==> src/rtl/fpgaram_pkg.sv <==
// rtl/fpgaram_pkg.sv - shared types and constants for the FPGA RAM boot controller
package fpgaram_pkg;

  typedef enum logic [2:0] {
    ST_IDLE,
    ST_FETCH,
    ST_LATCH,
    ST_SETUP,
    ST_WRITE,
    ST_HOLD
  } boot_state_t;

  localparam int WAIT_CNT_W = 4;

  localparam logic STROBE_OFF = 1'b1;
  localparam logic STROBE_ON  = 1'b0;

endpackage

==> src/rtl/control_fpgaram_boot_write_seq.sv <==
// rtl/control_fpgaram_boot_write_seq.sv - SETUP/WRITE/HOLD strobe sequencer for one memory write
module fpgaram_write_seq
  import fpgaram_pkg::*;
#(
  parameter int BE_W        = 2,
  parameter int WAIT_CYCLES = 2
) (
  input  logic            clk,
  input  logic            rst_n,
  input  logic            start,
  output logic            done,
  output logic            cs,
  output logic            we,
  output logic            oe,
  output logic            adv,
  output logic [BE_W-1:0] lb_ub
);

  localparam logic [WAIT_CNT_W-1:0] CNT_LAST = WAIT_CNT_W'(WAIT_CYCLES - 1);

  boot_state_t           state_q, state_d;
  logic [WAIT_CNT_W-1:0] cnt_q, cnt_d;

  always_ff @(posedge clk or negedge rst_n) begin
    if (!rst_n) begin
      state_q <= ST_IDLE;
      cnt_q   <= '0;
    end else begin
      state_q <= state_d;
      cnt_q   <= cnt_d;
    end
  end

  // Strobes decode straight from the state register; done marks the HOLD cycle.
  always_comb begin
    state_d = state_q;
    cnt_d   = cnt_q;
    done    = 1'b0;
    cs      = STROBE_OFF;
    we      = STROBE_OFF;
    oe      = STROBE_OFF;
    adv     = STROBE_OFF;
    lb_ub   = '1;
    case (state_q)
      ST_IDLE: begin
        if (start) state_d = ST_SETUP;
      end
      ST_SETUP: begin
        cs      = STROBE_ON;
        adv     = STROBE_ON;
        lb_ub   = '0;
        cnt_d   = '0;
        state_d = ST_WRITE;
      end
      ST_WRITE: begin
        cs    = STROBE_ON;
        we    = STROBE_ON;
        lb_ub = '0;
        if (cnt_q == CNT_LAST) state_d = ST_HOLD;
        else                   cnt_d   = cnt_q + WAIT_CNT_W'(1);
      end
      ST_HOLD: begin
        lb_ub   = '0;
        done    = 1'b1;
        state_d = ST_IDLE;
      end
      default: state_d = ST_IDLE;
    endcase
  end

endmodule

==> src/rtl/control_fpgaram_boot.sv <==
// rtl/control_fpgaram_boot.sv - SRAM front-end: micro pass-through or FIFO-to-memory boot engine
module control_fpgaram_boot
  import fpgaram_pkg::*;
#(
  parameter int                ADDR_W      = 22,
  parameter int                DATA_W      = 32,
  parameter int                BE_W        = DATA_W / 16,
  parameter int                WAIT_CYCLES = 2,
  parameter logic [ADDR_W-1:0] BASE_ADDR   = '0
) (
  input  logic              control_mem_clk_i,
  input  logic              control_mem_rst_i,
  input  logic              micro_control_i,
  input  logic [ADDR_W-1:0] micro_sram_address_i,
  input  logic [DATA_W-1:0] micro_sram_datain_i,
  input  logic [BE_W-1:0]   micro_sram_lb_ub_i,
  input  logic              micro_sram_cs_i,
  input  logic              micro_sram_we_i,
  input  logic              micro_sram_oe_i,
  input  logic              micro_sram_adv_i,
  input  logic              boot_start_i,
  input  logic [ADDR_W-1:0] boot_len_i,
  input  logic              fifo_empty_i,
  input  logic [DATA_W-1:0] fifo_datain_i,
  output logic              read_fifo_o,
  output logic [ADDR_W-1:0] sram_address_o,
  output logic [DATA_W-1:0] sram_datain_o,
  output logic [BE_W-1:0]   sram_lb_ub_o,
  output logic              sram_cs_o,
  output logic              sram_we_o,
  output logic              sram_oe_o,
  output logic              sram_adv_o,
  output logic              sram_wait_o,
  output logic              boot_done_o,
  output logic              boot_ovf_o
);

  boot_state_t       state_q, state_d;
  logic [ADDR_W-1:0] addr_q, rem_q;
  logic [DATA_W-1:0] data_q;
  logic              done_q, ovf_q;
  logic              load, zero_len, latch, step, fin_done, fin_ovf, seq_start;

  logic              mic_sel_q;
  logic [ADDR_W-1:0] mic_addr_q;
  logic [DATA_W-1:0] mic_data_q;
  logic [BE_W-1:0]   mic_lb_ub_q;
  logic              mic_cs_q, mic_we_q, mic_oe_q, mic_adv_q;

  logic              seq_done, seq_cs, seq_we, seq_oe, seq_adv;
  logic [BE_W-1:0]   seq_lb_ub;

  fpgaram_write_seq #(
    .BE_W        (BE_W),
    .WAIT_CYCLES (WAIT_CYCLES)
  ) u_write_seq (
    .clk   (control_mem_clk_i),
    .rst_n (control_mem_rst_i),
    .start (seq_start),
    .done  (seq_done),
    .cs    (seq_cs),
    .we    (seq_we),
    .oe    (seq_oe),
    .adv   (seq_adv),
    .lb_ub (seq_lb_ub)
  );

  always_ff @(posedge control_mem_clk_i or negedge control_mem_rst_i) begin
    if (!control_mem_rst_i) state_q <= ST_IDLE;
    else                    state_q <= state_d;
  end

  // ST_WRITE here means the sequencer is running its SETUP/WRITE/HOLD phases.
  always_comb begin
    state_d     = state_q;
    read_fifo_o = 1'b0;
    seq_start   = 1'b0;
    load        = 1'b0;
    zero_len    = 1'b0;
    latch       = 1'b0;
    step        = 1'b0;
    fin_done    = 1'b0;
    fin_ovf     = 1'b0;
    case (state_q)
      ST_IDLE: begin
        if (boot_start_i && !micro_control_i) begin
          if (boot_len_i != '0) begin
            load    = 1'b1;
            state_d = ST_FETCH;
          end else begin
            zero_len = 1'b1;
          end
        end
      end
      ST_FETCH: begin
        if (micro_control_i) begin
          state_d = ST_IDLE;
        end else if (!fifo_empty_i) begin
          read_fifo_o = 1'b1;
          state_d     = ST_LATCH;
        end
      end
      ST_LATCH: begin
        latch     = 1'b1;
        seq_start = 1'b1;
        state_d   = ST_WRITE;
      end
      ST_WRITE: begin
        if (seq_done) begin
          step = 1'b1;
          if (rem_q == ADDR_W'(1)) begin
            fin_done = 1'b1;
            state_d  = ST_IDLE;
          end else if (&addr_q) begin
            fin_done = 1'b1;
            fin_ovf  = 1'b1;
            state_d  = ST_IDLE;
          end else if (micro_control_i) begin
            state_d = ST_IDLE;
          end else begin
            state_d = ST_FETCH;
          end
        end
      end
      default: state_d = ST_IDLE;
    endcase
  end

  always_ff @(posedge control_mem_clk_i or negedge control_mem_rst_i) begin
    if (!control_mem_rst_i) begin
      addr_q <= '0;
      rem_q  <= '0;
      data_q <= '0;
      done_q <= 1'b0;
      ovf_q  <= 1'b0;
    end else begin
      if (load) begin
        addr_q <= BASE_ADDR;
        rem_q  <= boot_len_i;
        done_q <= 1'b0;
        ovf_q  <= 1'b0;
      end
      if (zero_len) begin
        done_q <= 1'b1;
        ovf_q  <= 1'b0;
      end
      if (latch) data_q <= fifo_datain_i;
      if (step) begin
        addr_q <= addr_q + ADDR_W'(1);
        rem_q  <= rem_q - ADDR_W'(1);
      end
      if (fin_done) done_q <= 1'b1;
      if (fin_ovf)  ovf_q  <= 1'b1;
    end
  end

  always_ff @(posedge control_mem_clk_i or negedge control_mem_rst_i) begin
    if (!control_mem_rst_i) begin
      mic_sel_q   <= 1'b0;
      mic_addr_q  <= '0;
      mic_data_q  <= '0;
      mic_lb_ub_q <= '1;
      mic_cs_q    <= STROBE_OFF;
      mic_we_q    <= STROBE_OFF;
      mic_oe_q    <= STROBE_OFF;
      mic_adv_q   <= STROBE_OFF;
    end else begin
      mic_sel_q   <= micro_control_i;
      mic_addr_q  <= micro_sram_address_i;
      mic_data_q  <= micro_sram_datain_i;
      mic_lb_ub_q <= micro_sram_lb_ub_i;
      mic_cs_q    <= micro_sram_cs_i;
      mic_we_q    <= micro_sram_we_i;
      mic_oe_q    <= micro_sram_oe_i;
      mic_adv_q   <= micro_sram_adv_i;
    end
  end

  // An active load keeps the bus even if the micro asks for it mid-word.
  always_comb begin
    if (state_q != ST_IDLE || !mic_sel_q) begin
      sram_address_o = addr_q;
      sram_datain_o  = data_q;
      sram_lb_ub_o   = seq_lb_ub;
      sram_cs_o      = seq_cs;
      sram_we_o      = seq_we;
      sram_oe_o      = seq_oe;
      sram_adv_o     = seq_adv;
    end else begin
      sram_address_o = mic_addr_q;
      sram_datain_o  = mic_data_q;
      sram_lb_ub_o   = mic_lb_ub_q;
      sram_cs_o      = mic_cs_q;
      sram_we_o      = mic_we_q;
      sram_oe_o      = mic_oe_q;
      sram_adv_o     = mic_adv_q;
    end
  end

  assign sram_wait_o = (state_q != ST_IDLE);
  assign boot_done_o = done_q;
  assign boot_ovf_o  = ovf_q;

endmodule

==> config.mk <==
export PLATFORM = sky130hd
export DESIGN_NAME = control_fpgaram_boot
export DESIGN_NICKNAME = d
export VERILOG_FILES = /design/src/rtl/fpgaram_pkg.sv /design/src/rtl/control_fpgaram_boot_write_seq.sv /design/src/rtl/control_fpgaram_boot.sv
export SDC_FILE = /design/constraint.sdc
export NUM_CORES = 1
export LEC_CHECK = 0
export CAP_MARGIN = 20
export CORE_ASPECT_RATIO = 1.2
export CORE_UTILIZATION = 52
export CTS_BUF_LIST = sky130_fd_sc_hd__clkbuf_16
export DETAILED_ROUTE_END_ITERATION = 8
export GPL_ROUTABILITY_DRIVEN = 0
export PLACE_DENSITY = 0.86
export SYNTH_ARGS = -nofsm -noshare
export SYNTH_HDL_FRONTEND = slang
export SYNTH_SLANG_ARGS = --single-unit
export TNS_END_PERCENT = 20
==> constraint.sdc <==
create_clock -name control_mem_clk_i -period 5.8 [get_ports control_mem_clk_i]
set_input_delay 0.58 -clock control_mem_clk_i [delete_from_list [all_inputs] [get_ports control_mem_clk_i]]
set_output_delay 0.58 -clock control_mem_clk_i [all_outputs]
set_load 0.005 [all_outputs]
-- Word level (Yosys, flattened, before mapping)
Index checks and enable logic that the tools add are counted.
- reduce and logical (&&, ||, !) cells: 18
- eq/ne operators: 15
- mux-type cells: 54
- add/subtract/negate cells: 3
- operators with widths (kind ; number):
    two-way mux 22 bit ; 5
    two-way mux 1 bit ; 35
    two-way mux 32 bit ; 1
    adder 22 x 1 -> 22 bit, second input constant ; 1
    == test 22 x 1 -> 1 bit, second input constant ; 1
    AND reduction 22 bit ; 1
    nonzero test 22 bit ; 1
    subtractor 22 x 1 -> 22 bit, second input constant ; 1
    two-way mux 3 bit ; 7
    case mux 3 bit (4 select lines) ; 1
    inequality test 2 bit, second input constant ; 5
    == test 3 bit, second input constant ; 3
    case mux 3 bit (3 select lines) ; 1
    nonzero test 3 bit ; 3
    case mux 4 bit (2 select lines) ; 1
    == test 3 x 2 -> 1 bit, second input constant ; 2
    zero test 3 bit ; 2
    adder 4 x 1 -> 4 bit, second input constant ; 1
    == test 4 x 1 -> 1 bit, second input constant ; 1
    two-way mux 2 bit ; 2
    two-way mux 4 bit ; 1
    AND reduction 2 bit ; 2
    AND reduction 4 bit ; 1
    nonzero test 2 bit ; 2
    other kinds (8) ; 9
- output and inout port bits: 64
- register bits after elaboration: 149
- input bits: 119
- logic and storage cells: 106

-- Logic depth before layout (Yosys ltp)
Gate-level depths: netlist (run 1).
- depth after elaboration: 7
- gate-level depth with buffers: 9
- gate-level depth less buffers: 7

-- Hierarchy
Synthesis (run 1) repeated with hierarchy kept, for this count alone.
- cells, all modules: 537
- area, all modules: 6568.8 sq um
- by module, submodules not included (module ; sequential area each (sq um) ; times used ; cells each ; area each (sq um)):
    control_fpgaram_boot ; 3560.9 ; 1 ; 498 ; 6169.7
    fpgaram_write_seq ; 175.2 ; 1 ; 39 ; 399.1

-- Worst setup path after synthesis (run 1)
Ideal clock, no wire load.
- kind: reg2reg
- start point: reg state_q[2]
- end point: reg addr_q[19]
- cell stages (with the launch flop): 9
- period minus slack after synthesis: 2.132 ns
- data required time: 5.664 ns
- setup time: 0.136 ns
- arrival: 1.997 ns
- buffers on the path: 3
- setup slack: 3.668 ns
- cell sequence: dfrtp_1 buf_4 or3b_4 or2_1 clkbuf_1 or3_4 buf_6 o311ai_2 o41ai_2
- longest elaborated chain between the ends: 3
- elaborated cells on any way between the ends: 6
- classes of those cells: eq/ne (1); mux (3); reduce/logical (2)
- ends and longest elaborated chain (item ; line ; source):
    start: declaration ; control_fpgaram_boot.sv:38 ; boot_state_t state_q, state_d;
    start signal: assignment ; control_fpgaram_boot.sv:70 ; else state_q <= state_d;
    == test 3 bit / zero test 3 bit (equally long branches) ; control_fpgaram_boot.sv:84 ; case (state_q)
    two-way mux 1 bit ; control_fpgaram_boot.sv:84 ;
    two-way mux 22 bit / nonzero test 2 bit (equally long branches) ; - ;
    end signal: assignment ; control_fpgaram_boot.sv:149 ; addr_q <= addr_q + ADDR_W'(1);
    end: declaration ; control_fpgaram_boot.sv:39 ; logic [ADDR_W-1:0] addr_q, rem_q;
Parallel ways exist; a longest one is shown, timed or not.
A chain may end at the register's enable or synchronous reset.

-- Final worst setup path (run 1)
- start point: reg state_q[1]
- end point: out sram_datain_o[25]
- longest elaborated chain between the ends: 3
- ends and longest elaborated chain (item ; line ; source):
    nonzero test 3 bit ; control_fpgaram_boot.sv:181 ; if (state_q != ST_IDLE || !mic_sel_q) begin
    logical OR 1 bit ; control_fpgaram_boot.sv:181 ;
    two-way mux 32 bit ; control_fpgaram_boot.sv:181 ;
    end: declaration ; control_fpgaram_boot.sv:27 ; output logic [DATA_W-1:0] sram_datain_o,
Every way passes these cells.

==> results of run 1 <==
## cell families (layout without fill, tap and decap cells)
family,Yosys count,in the layout
adders and majority gates,5,5
DFF,149,149
xor gates and xnor gates,8,8
buffers and inverters,40,230
AOI/OAI and AO/OA,92,92
and+or+nand+nor,321,321
muxes,35,35
## cell type report
type	instances	area [µm²]	share of cell area [%]
timing repair buffer	188	1900	20.7
sequential	149	3740	40.6
inverter	10	37.5	0.408
multi-input combinational	461	2640	28.7
clock buffer	17	425	4.63
tap	161	201	2.19
clock inverter	15	253	2.75
## metrics by stage
stage	worst slack [ns]	instance area, µm²
finish	2.41	9190
global route	2.25	9190
CTS	2.11	9140
detailed placement	2.56	8470
global placement	2.70	8470
floorplan	3.67	6530
## state kept, by name (all words and copies together), names as in the netlist, 2 cells and up
register,cells
data_q,32
mic_data_q,32
addr_q,22
mic_addr_q,22
rem_q,22
u_write_seq.cnt_q,4
state_q,3
u_write_seq.state_q,3
mic_lb_ub_q,2
## worst reg2reg max path: cells and delay by family (launching register included)
family	cells	cell delay (ns)
flops	1	0.44
simple gates	2	0.93
compound gates	3	1.54
## synth_stat cells, types with 3 or more instances
cell type	n	area, µm²
nor4_1	17	106
buf_2	3	15.0
nor3_1	9	45.0
dfstp_2	6	158
o311ai_0	7	61.3
nand3b_1	4	30.0
xnor2_1	4	35.0
or4_1	5	37.5
o211ai_1	7	52.6
and3_1	5	31.3
nand3_1	25	125
o41ai_1	8	70.1
inv_1	10	37.5
o31ai_1	8	60.1
clkbuf_1	24	90.1
ha_1	5	62.6
o21ai_0	26	130
xor2_1	4	35.0
a21oi_1	10	50.1
dfrtp_1	143	3580
nand2_1	199	747
nor2_1	29	109
nand2b_1	4	25.0
a221o_1	6	60.1
mux2i_1	3	30.0
a21o_1	3	22.5
or3_1	3	18.8
mux2_2	32	360
nand4_1	7	43.8
## worst paths after layout
check / startpoint / endpoint / slack, ns / cells past startpoint
hold reg to reg: data_q[14] / data_q[14] / 0.51 / 1
hold / removal: control_mem_rst_i / rem_q[10] / 0.20 / 1
max in group asynchronous: control_mem_rst_i / mic_addr_q[21] / 4.26 / 2
setup reg to reg: state_q[1] / rem_q[21] / 2.77 / 5
min in group control_mem_clk_i: data_q[14] / data_q[14] / 0.51 / 1
setup / recovery: state_q[1] / sram_datain_o[25] / 2.41 / 6
## layer usage
layer	vias up	wire [µm]	track usage (%)
li1	2625	-	-
met1	2752	6710	32.3
met2	280	9170	50.0
met3	50	1600	9.99
met4	0	512	12.6
met5	-	0	0
## report_power, final
part / internal (mW) / switching, mW
clock: 0.810 / 0.451
sequential: 1.25 / 0.167
combinational: 0.559 / 0.456
total: 2.62 / 1.07
==> flow_summary.ini, run 1 <==
[clock_tree]
hold_buffers = 0
path_clk_slew_ns = 0.06
postCtsSetupBuffers = 0
clkSinkCount = 149
cts_tree = yes
clk_latency_ns = 0.43
cts_resized = 0
h-tree-depth = 4
clk_path_buf_depth = 2
cts_root_buf = clkbuf_16
cts_buffers = 17

[grt]
grt_max_degree = 85
grtUsageTotal_pct = 29.0
antenna_found_initial = 0
first_global_vias = 6075
grt_first_pass_wirelength_um = 29500
grt_overflow = 0

[detailed_routing]
routedWlPerCell_um = 18.0
ant_nets = 0
via_per_inst = 5.70
firstDrtPassIters = 6
drc = 0
drt_wl_total_um = 18000
vias = 5707
dr.first_iter.drc_count = 396

[power]
power_leakage_nw = 3.98
powerDensity_mw_per_mm2 = 402
power.total_mw = 3.69
ir_worst_vdd_v = 0.000298

[worst_setup_path]
crit_path_top_delay_cell = nand2_2
path_delay_family = simple AND/OR/NAND/NOR gates
path_common_cell = nand2_1
critPathMaxFanout = 30
cp_data_required_time_ns = 5.22
critPathBufInv = 2
start_kind = flop
max_stage_delay_ns = 0.50
end_kind = output pin
path_cells = nor3_1 > nand2_2 > buf_16 > nand2_1 > nand2_1 > clkdlybuf4s50_1
cp.arrival_ns = 2.81
path_class = reg -> out

[logic_synthesis]
synth_top_family_by_area = simple AND/OR/NAND/NOR gates
netlist_instances = 650
yosys.area_share.adder_pct = 0.958
synth-edff-count = 0
syn_nets = 774
ys_seq_area_share_pct = 57.2
synth_area_mm2 = 0.00653
synth_compound_area_share_pct = 10.2
synth_xor_area_share_pct = 1.07
synth.distinct_cells = 56
synthSimpleGateAreaFrac_pct = 22.0
ys_ff_latch = 149
synthArstFlopShare_pct = 100
ys.flop_type = dfrtp_1
synth.mux.area_fraction_pct = 5.98
syn_area_per_cell_um2 = 10.0
synth_warnings = 0

[sta]
fin_crit_ns = 3.39
tightest_slew_ns = 1.12
finClkSkew_ns = 0.0125
hold_violations = 0
finalCritPeriodShare_pct = 58.4
tns_ns = 0
fmax_ghz = 0.295
slew-limit-headroom_pct = 25.3
slew_violations = 0
grt_setup_unrepaired = false
setup_viol = 0
holdWs_ns = 0.199

[layout]
fillCellCount = 777
antenna_cells = 0
nets = 951
layout_commonest_cell = nand2_1
final_cell_count_no_fill = 1001
final_util_pct = 75.5
syn2layout_area_growth_pct = 40.8
drive_gt1_share_pct = 10.5
layout.cells.most_common_list = nand2_1 (198), clkdlybuf4s50_1 (181), dfrtp_1 (143), mux2_2 (32), nor2_1 (29)

[die]
dieArea_mm2 = 0.0130
die_h_um = 125
boundaryPins = 183
core.rowCount = 44
die_w_um = 104
start_util_pct = 53.7
core_mm2 = 0.0122

[hold_path]
hold_class = in -> async

[flow_run]
cap_violations = 0

[placed_design]
dp_hpwl_um = 12100
dpl.cell_count = 967
numPortBuffers = 182

[outcome]
status = finished, final reports clean
Note: power is estimated with default switching activity, not from simulation.
==> run 2: changes to the inputs <==
Settings changed: CORE_UTILIZATION 52 to 48, PLACE_DENSITY 0.86 to 0.8.
Clock period 5.8 ns to 3.15 ns, I/O delays scaled along.
==> run 2 against run 1 <==
Against the previous run:
- final cell count grew 1.6%
- worst setup slack lost 2.1 ns
- flip-flop and latch count is the same
- largest cell class unchanged
- highest routed layer unchanged
- critical path depth is the same
==> flow_summary.ini, run 2 (same netlist as run 1, synthesis figures left out) <==
[outcome]
status = finished, final reports clean

[sta]
fmax_ghz = 0.354
finClkSkew_ns = 0.00691
tns_ns = 0
setup_viol = 0
slew-limit-headroom_pct = 43.7
hold_violations = 0
tightest_slew_ns = 0.845
grt_setup_unrepaired = false
fin_crit_ns = 2.83
finalCritPeriodShare_pct = 89.8
slew_violations = 0

[layout]
drive_gt1_share_pct = 10.8
syn2layout_area_growth_pct = 39.6
reg_top3 = data_q x32, mic_data_q x32
fillCellCount = 1000
antenna_cells = 0
layout.cells.most_common_list = nand2_1 (198), clkdlybuf4s50_1 (181), dfrtp_1 (143), mux2_2 (32), nor2_1 (29)
layout_commonest_cell = nand2_1
nets = 960
final_util_pct = 68.9

[die]
dieArea_mm2 = 0.0141
start_util_pct = 49.3
core_mm2 = 0.0132
core.rowCount = 46
boundaryPins = 183
die_h_um = 130
die_w_um = 108

[grt]
antenna_found_initial = 0
grt_max_degree = 92
first_global_vias = 5811
grt_first_pass_wirelength_um = 28800
grtUsageTotal_pct = 27.0
grt_overflow = 0

[clock_tree]
cts_tree = yes
clk_path_buf_depth = 2
path_clk_slew_ns = 0.06
cts_buffers = 17
cts_resized = 0
h-tree-depth = 4
clkSinkCount = 149
cts_root_buf = clkbuf_16
clk_latency_ns = 0.42

[detailed_routing]
routedWlPerCell_um = 17.6
firstDrtPassIters = 5
vias = 5681
ant_nets = 0
via_per_inst = 5.59
drc = 0
drt_wl_total_um = 17900
dr.first_iter.drc_count = 297

[worst_setup_path]
start_kind = flop
cp_data_required_time_ns = 2.83
end_kind = output pin
critPathMaxFanout = 61
cp.arrival_ns = 2.51
path_class = reg -> out

[power]
ir_worst_vdd_v = 0.000542
power_leakage_nw = 3.97
power.total_mw = 6.31
powerDensity_mw_per_mm2 = 692

[placed_design]
numPortBuffers = 182
dp_hpwl_um = 12400

[flow_run]
cap_violations = 0

[hold_path]
hold_class = in -> reg
[run 2: cell types whose count changed in the layout (fill, tap and decap cells not counted)]
cell and delta:
inv_1 +4, clkinv_4 -2, dlygate4sd3_1 +1, bufinv_16 -5, buf_4 +9, inv_6 +1, clkinv_2 +2, buf_16 -1
[run 2: worst max-delay path: stages (launching register included)]
cell and delay, ns:
dfrtp_1 0.45, nor3_1 0.39, and2_2 0.25, buf_12 0.24, nand2_1 0.11, nand2_1 0.07
clkdlybuf4s50_1 0.52
[run 2: report_power, final]
group / internal, mW / switching (mW)
sequential: 2.30 / 0.305
clock: 1.08 / 0.795
combinational: 1.03 / 0.805
total: 4.41 / 1.91
[run 2: area by class of cell]
cell class | count | area, µm² | area share (%)
clock buffer | 17 | 425 | 4.67
clock inverter | 15 | 119 | 1.30
inverter | 10 | 37.5 | 0.412
multi-input combinational | 461 | 2640 | 28.9
sequential | 149 | 3740 | 41.0
tap | 168 | 210 | 2.31
timing repair buffer | 197 | 1950 | 21.4
[run 2: worst paths after layout]
path	start	depth (start not counted)	slack [ns]	end
max in group asynchronous	control_mem_rst_i	3	1.73	data_q[20]
worst min register to register	data_q[28]	1	0.51	data_q[28]
worst max-delay path	state_q[1]	6	0.32	sram_datain_o[30]
min in group asynchronous	control_mem_rst_i	2	0.56	rem_q[11]
worst max register to register	state_q[1]	6	0.64	rem_q[16]
worst min-delay path	micro_sram_lb_ub_i[1]	1	0.29	mic_lb_ub_q[1]
[run 2: layer usage]
| layer | GRT usage [%] | wire (µm) |
|---|---|---|
| met5 | 0 | 0 |
| met1 | 31.0 | 6730 |
| met3 | 10.6 | 1790 |
| met4 | 9.30 | 322 |
| met2 | 46.0 | 9050 |
[run 2: repair_timing]
| action | in CTS | in global routing |
|---|---|---|
| hold buffers | 1 | 0 |
| setup endpoints to repair | 0 | 0 |
| setup buffers | 0 | 0 |
| hold endpoints to repair | 2 | 0 |
[run 2: stage by stage]
stage | setup WS, ns | std cells | hold WS [ns] | instance area (µm²)
2_1_floorplan | 1.02 | 650 | 0.0194 | 6530
3_3_place_gp | 0.785 | 984 | 0.432 | 8560
3_5_place_dp | 0.665 | 984 | 0.446 | 8560
4_1_cts | 0.308 | 1017 | 0.279 | 9120
5_1_grt | 0.0972 | 1017 | 0.279 | 9120
6_report | 0.322 | 1017 | 0.291 | 9120
==> run 3: changes to the inputs <==
Settings changed: CORE_MARGIN from default to 2.
==> run 3 against run 2 <==
Against the previous run:
- maximum frequency decreased by 4.0%
- utilization is 0.60 points higher
- combinational power is essentially flat
- die area is 3.4% higher
- clock-buffer cell count is the same
==> flow_summary.ini, run 3 (same netlist as run 1, synthesis figures left out) <==
[grt]
grtUsageTotal_pct = 25.7
grt_max_degree = 75
first_global_vias = 6188
antenna_found_initial = 0
grt_overflow = 0
grt_first_pass_wirelength_um = 30200

[worst_setup_path]
critPathMaxFanout = 44
path_class = reg -> out
crit_path_top_delay_cell = clkdlybuf4s50_1
r2r_setup_slack_ns = 0.52
start_kind = flop
timing.rr.start = state_q[1]
cp.arrival_ns = 2.63
path_cells = nor3_1 > and2_4 > buf_12 > nand2_1 > o21ai_0 > clkdlybuf4s50_1
cp_data_required_time_ns = 2.83
end_kind = output pin
max_stage_delay_ns = 0.55
reg2reg_to = rem_q[1]
reg2reg_depth = 6

[placed_design]
pre_cts_ws_ns = 0.526
dp_hpwl_um = 12700
placed_area_mm2 = 0.00856
dpl.cell_count = 984
numPortBuffers = 182

[hold_path]
hold_class = in -> reg
hold_end = mic_adv_q
hold_path_depth = 1
hold_start = micro_sram_adv_i

[sta]
hold_violations = 0
grt_setup_unrepaired = false
tightest_slew_ns = 0.678
setup_viol = 0
slew-limit-headroom_pct = 54.4
finClkSkew_ns = 0.00649
tns_ns = 0
fmax_ghz = 0.339
finalCritPeriodShare_pct = 93.5
holdWs_ns = 0.296
fin_crit_ns = 2.95
post-route-worst-setup-slack_ns = 0.204
slew_violations = 0

[detailed_routing]
drc = 0
drt_wl_total_um = 18300
vias = 5781
ant_nets = 0
dr.first_iter.drc_count = 341
via_per_inst = 5.69
firstDrtPassIters = 4
routedWlPerCell_um = 18.0

[power]
power_leakage_nw = 4.00
powerDensity_mw_per_mm2 = 719
ir_worst_vdd_v = 0.000456
power.total_mw = 6.61

[layout]
layout_commonest_cell = nand2_1
reg_top3 = data_q x32, mic_data_q x32
layout.cells.most_common_list = nand2_1 (198), clkdlybuf4s50_1 (181), dfrtp_1 (143), mux2_2 (32), nor2_1 (29)
nets = 960
final_cell_count_no_fill = 1016
final_area_mm2 = 0.00920
syn2layout_area_growth_pct = 40.8
drive_gt1_share_pct = 10.6
antenna_cells = 0
final_util_pct = 69.5

[clock_tree]
cts_root_buf = clkbuf_16
clkSinkCount = 149
h-tree-depth = 4
clk_latency_ns = 0.42
cts_buffers = 17
path_clk_slew_ns = 0.06
postCtsSetupBuffers = 0
cts_tree = yes
clk_path_buf_depth = 2

[die]
core.rowCount = 46
core_mm2 = 0.0132
die_h_um = 132
start_util_pct = 49.3
die_w_um = 110
dieArea_mm2 = 0.0146
boundaryPins = 183

[flow_run]
cap_violations = 0

[outcome]
status = finished, final reports clean
## run 3: how the worst max path moves through the flow
| stage | start | to | slack, ns | depth (start not counted) |
|---|---|---|---|---|
| 2_1_floorplan | state_q[2] | addr_q[19] | 1.02 | 8 |
| 3_3_place_gp | state_q[0] | sram_datain_o[17] | 0.61 | 6 |
| 3_5_place_dp | state_q[1] | sram_address_o[21] | 0.53 | 6 |
| 4_1_cts | state_q[1] | sram_datain_o[23] | 0.05 | 6 |
| 5_1_grt | state_q[1] | sram_address_o[19] | 0.004 | 6 |
| 6_report | state_q[1] | sram_address_o[19] | 0.20 | 6 |
## run 3: layout make-up
| cell class | count | area [µm²] |
|---|---|---|
| fillers | 978 | 4040 |
| flip-flops and latches | 149 | 3740 |
| multi-input cells | 461 | 2640 |
| repair buffers | 197 | 1950 |
| clock buffers | 17 | 425 |
| well taps | 168 | 210 |
| clock inverters | 14 | 198 |
| inverters | 10 | 37.5 |
## run 3: power breakdown
part	total, mW	internal [mW]	switching, mW
clock	2.15	1.38	0.765
sequential	2.61	2.30	0.313
combinational	1.85	1.03	0.819
## run 3: critical path, delay by kind of cell (launching register included)
kind	cells	cell delay (ns)
simple gates	3	0.84
buf+inv	2	0.80
flops	1	0.44
compound gates	1	0.10
## run 3: timing repair
| action | CTS | global route |
|---|---|---|
| endpoints found under the setup margin | 0 | 40 |
| resized for setup | 0 | 1 |
| hold endpoints to repair | 70 | 0 |
| hold buffers | 1 | 0 |
## run 3: per-layer routing
metal	wire, µm	global-route usage, %
met5	0	0
met4	357	8.61
met3	1540	9.47
met2	9450	44.9
met1	6920	29.2
==> variant: new RTL, settings of run 3 <==
Put one more register stage on the output `boot_ovf_o`. The value now appears one clock later. The other outputs are not delayed to match.
--- a/src/rtl/control_fpgaram_boot.sv
+++ b/src/rtl/control_fpgaram_boot.sv
@@ -201,3 +201,5 @@
   assign boot_done_o = done_q;
-  assign boot_ovf_o  = ovf_q;
+  always_ff @(posedge control_mem_clk_i) begin
+    boot_ovf_o <= ovf_q;
+  end
 
Function: same outputs for any inputs over 4 cycles, from zero or initial values and one cycle with control_mem_rst_i low; that may be too few to reach the edited logic, so the function may still have changed.
==> variant against run 3 <==
Wire length decreased by 7.2%. Fmax increased by 4.6%. Sequential share of layout area increased by 0.22 points. Total power increased by 0.50%. Area after synthesis decreased by 0.54%. Cell area unchanged. Setup slack improved by 0.13 ns. Sequential cell count increased by 1. Critical path depth unchanged. Cell count decreased by 0.39%. Combinational power about the same.
==> variant: results (changes against run 3) <==
{| class="wikitable"
! Metric !! Value
|-
| Outcome || finished, final reports clean (unchanged)
|-
| Rel. slew slack || 0.4594 (was 0.5442)
|-
| FF-to-FF Start || rem_q[10] (was state_q[1])
|-
| Clock skew after layout || 0.01058 ns (was 0.006488 ns)
|-
| Vias/cell || 5.441 (was 5.690)
|-
| Routed wire length per instance || 16.76 µm (was 17.99 µm)
|-
| Nets in the synthesized netlist || 770 (was 774)
|-
| Nets@finish || 955 (was 960)
|-
| Data-path buffer share of cell area in the final layout || 0.2110 (was 0.2121)
|-
| Total length of routed wires || 16960 µm (was 18270 µm)
|-
| Worst-case setup slack after placement || 0.5366 ns (was 0.5258 ns)
|-
| Number of distinct library cell variants in the gate-level netlist after synthesis || 50 (was 56)
|-
| Register share of total power || 0.394 (was 0.395)
|-
| Placed inst area || 8544 µm² (was 8562 µm²)
|-
| Arrival time reported for the critical path endpoint || 2.50 ns (was 2.63 ns)
|-
| Area contributors post-synth || sky130_fd_sc_hd__dfrtp_1, sky130_fd_sc_hd__nand2_1, sky130_fd_sc_hd__mux2_2 (unchanged)
|-
| Hold wc startpoint || micro_sram_oe_i (was micro_sram_adv_i)
|-
| Top achievable clock speed || 355.1 MHz (was 339.5 MHz)
|-
| Layout cell share with drive strength beyond 1 || 0.1149 (was 0.1061)
|-
| Pin count of the biggest net entering global routing || 88 (was 75)
|-
| Number of non-clock buffers || 194 (was 197)
|-
| Static leakage || 0.004009 µW (was 0.004005 µW)
|-
| Via count of the first global-routing pass || 5833 (was 6188)
|-
| Fraction of standard cell area in multi-input logic || 0.2845 (was 0.2869)
|-
| # fillers || 971 (was 978)
|-
| Post-synthesis async set-or-reset flop share || 0.9933 (was 1.000)
|}
[variant: cell count changes after synthesis, moves of 4 or more]
cell                              run 3  this run
sky130_fd_sc_hd__o21ai_0             26        32
sky130_fd_sc_hd__or4_1                5         0
sky130_fd_sc_hd__nand3_1             25        21
sky130_fd_sc_hd__o211ai_1             7        12
sky130_fd_sc_hd__o41ai_1              8         0
sky130_fd_sc_hd__nor2_1              29        25
sky130_fd_sc_hd__or3_1                3         7
sky130_fd_sc_hd__o311ai_0             7         2
[variant: worst max path at each step]
stage                           from                  to  depth (start not counted)
after floorplan            rem_q[12]           rem_q[20]                          5
after CTS                 state_q[2]   sram_datain_o[18]                          6
final                     state_q[2]   sram_datain_o[18]                          6
after global routing      state_q[2]  sram_address_o[17]                          6
after global placement    state_q[2]  sram_address_o[17]                          6
after detailed placement  state_q[2]   sram_datain_o[18]                          6
[variant: metal layers]
| layer | share of wire | vias up | wire, µm | GRT usage |
|---|---|---|---|---|
| li1 | - | 2600 | - | - |
| met1 | 0.39 | 2698 | 6562 | 0.2998 |
| met2 | 0.52 | 188 | 8806 | 0.4209 |
| met3 | 0.080 | 20 | 1362 | 0.09077 |
| met4 | 0.014 | 0 | 231 | 0.07292 |
| met5 | 0 | - | 0 | 0 |
[variant: logic make-up after synthesis]
logic type | synth area share
and+or+nand+nor | 0.2215
DFF | 0.5783
AOI/OAI and AO/OA | 0.09151
buffers and inverters | 0.02215
adders and majority gates | 0.009632
muxes | 0.06473
xor gates and xnor gates | 0.01214
[variant: repair_timing]
item	in CTS	in global routing
endpoints found under the hold margin	35	0
resized for setup	0	2
hold buffers	1	0
setup endpoints to repair	0	43
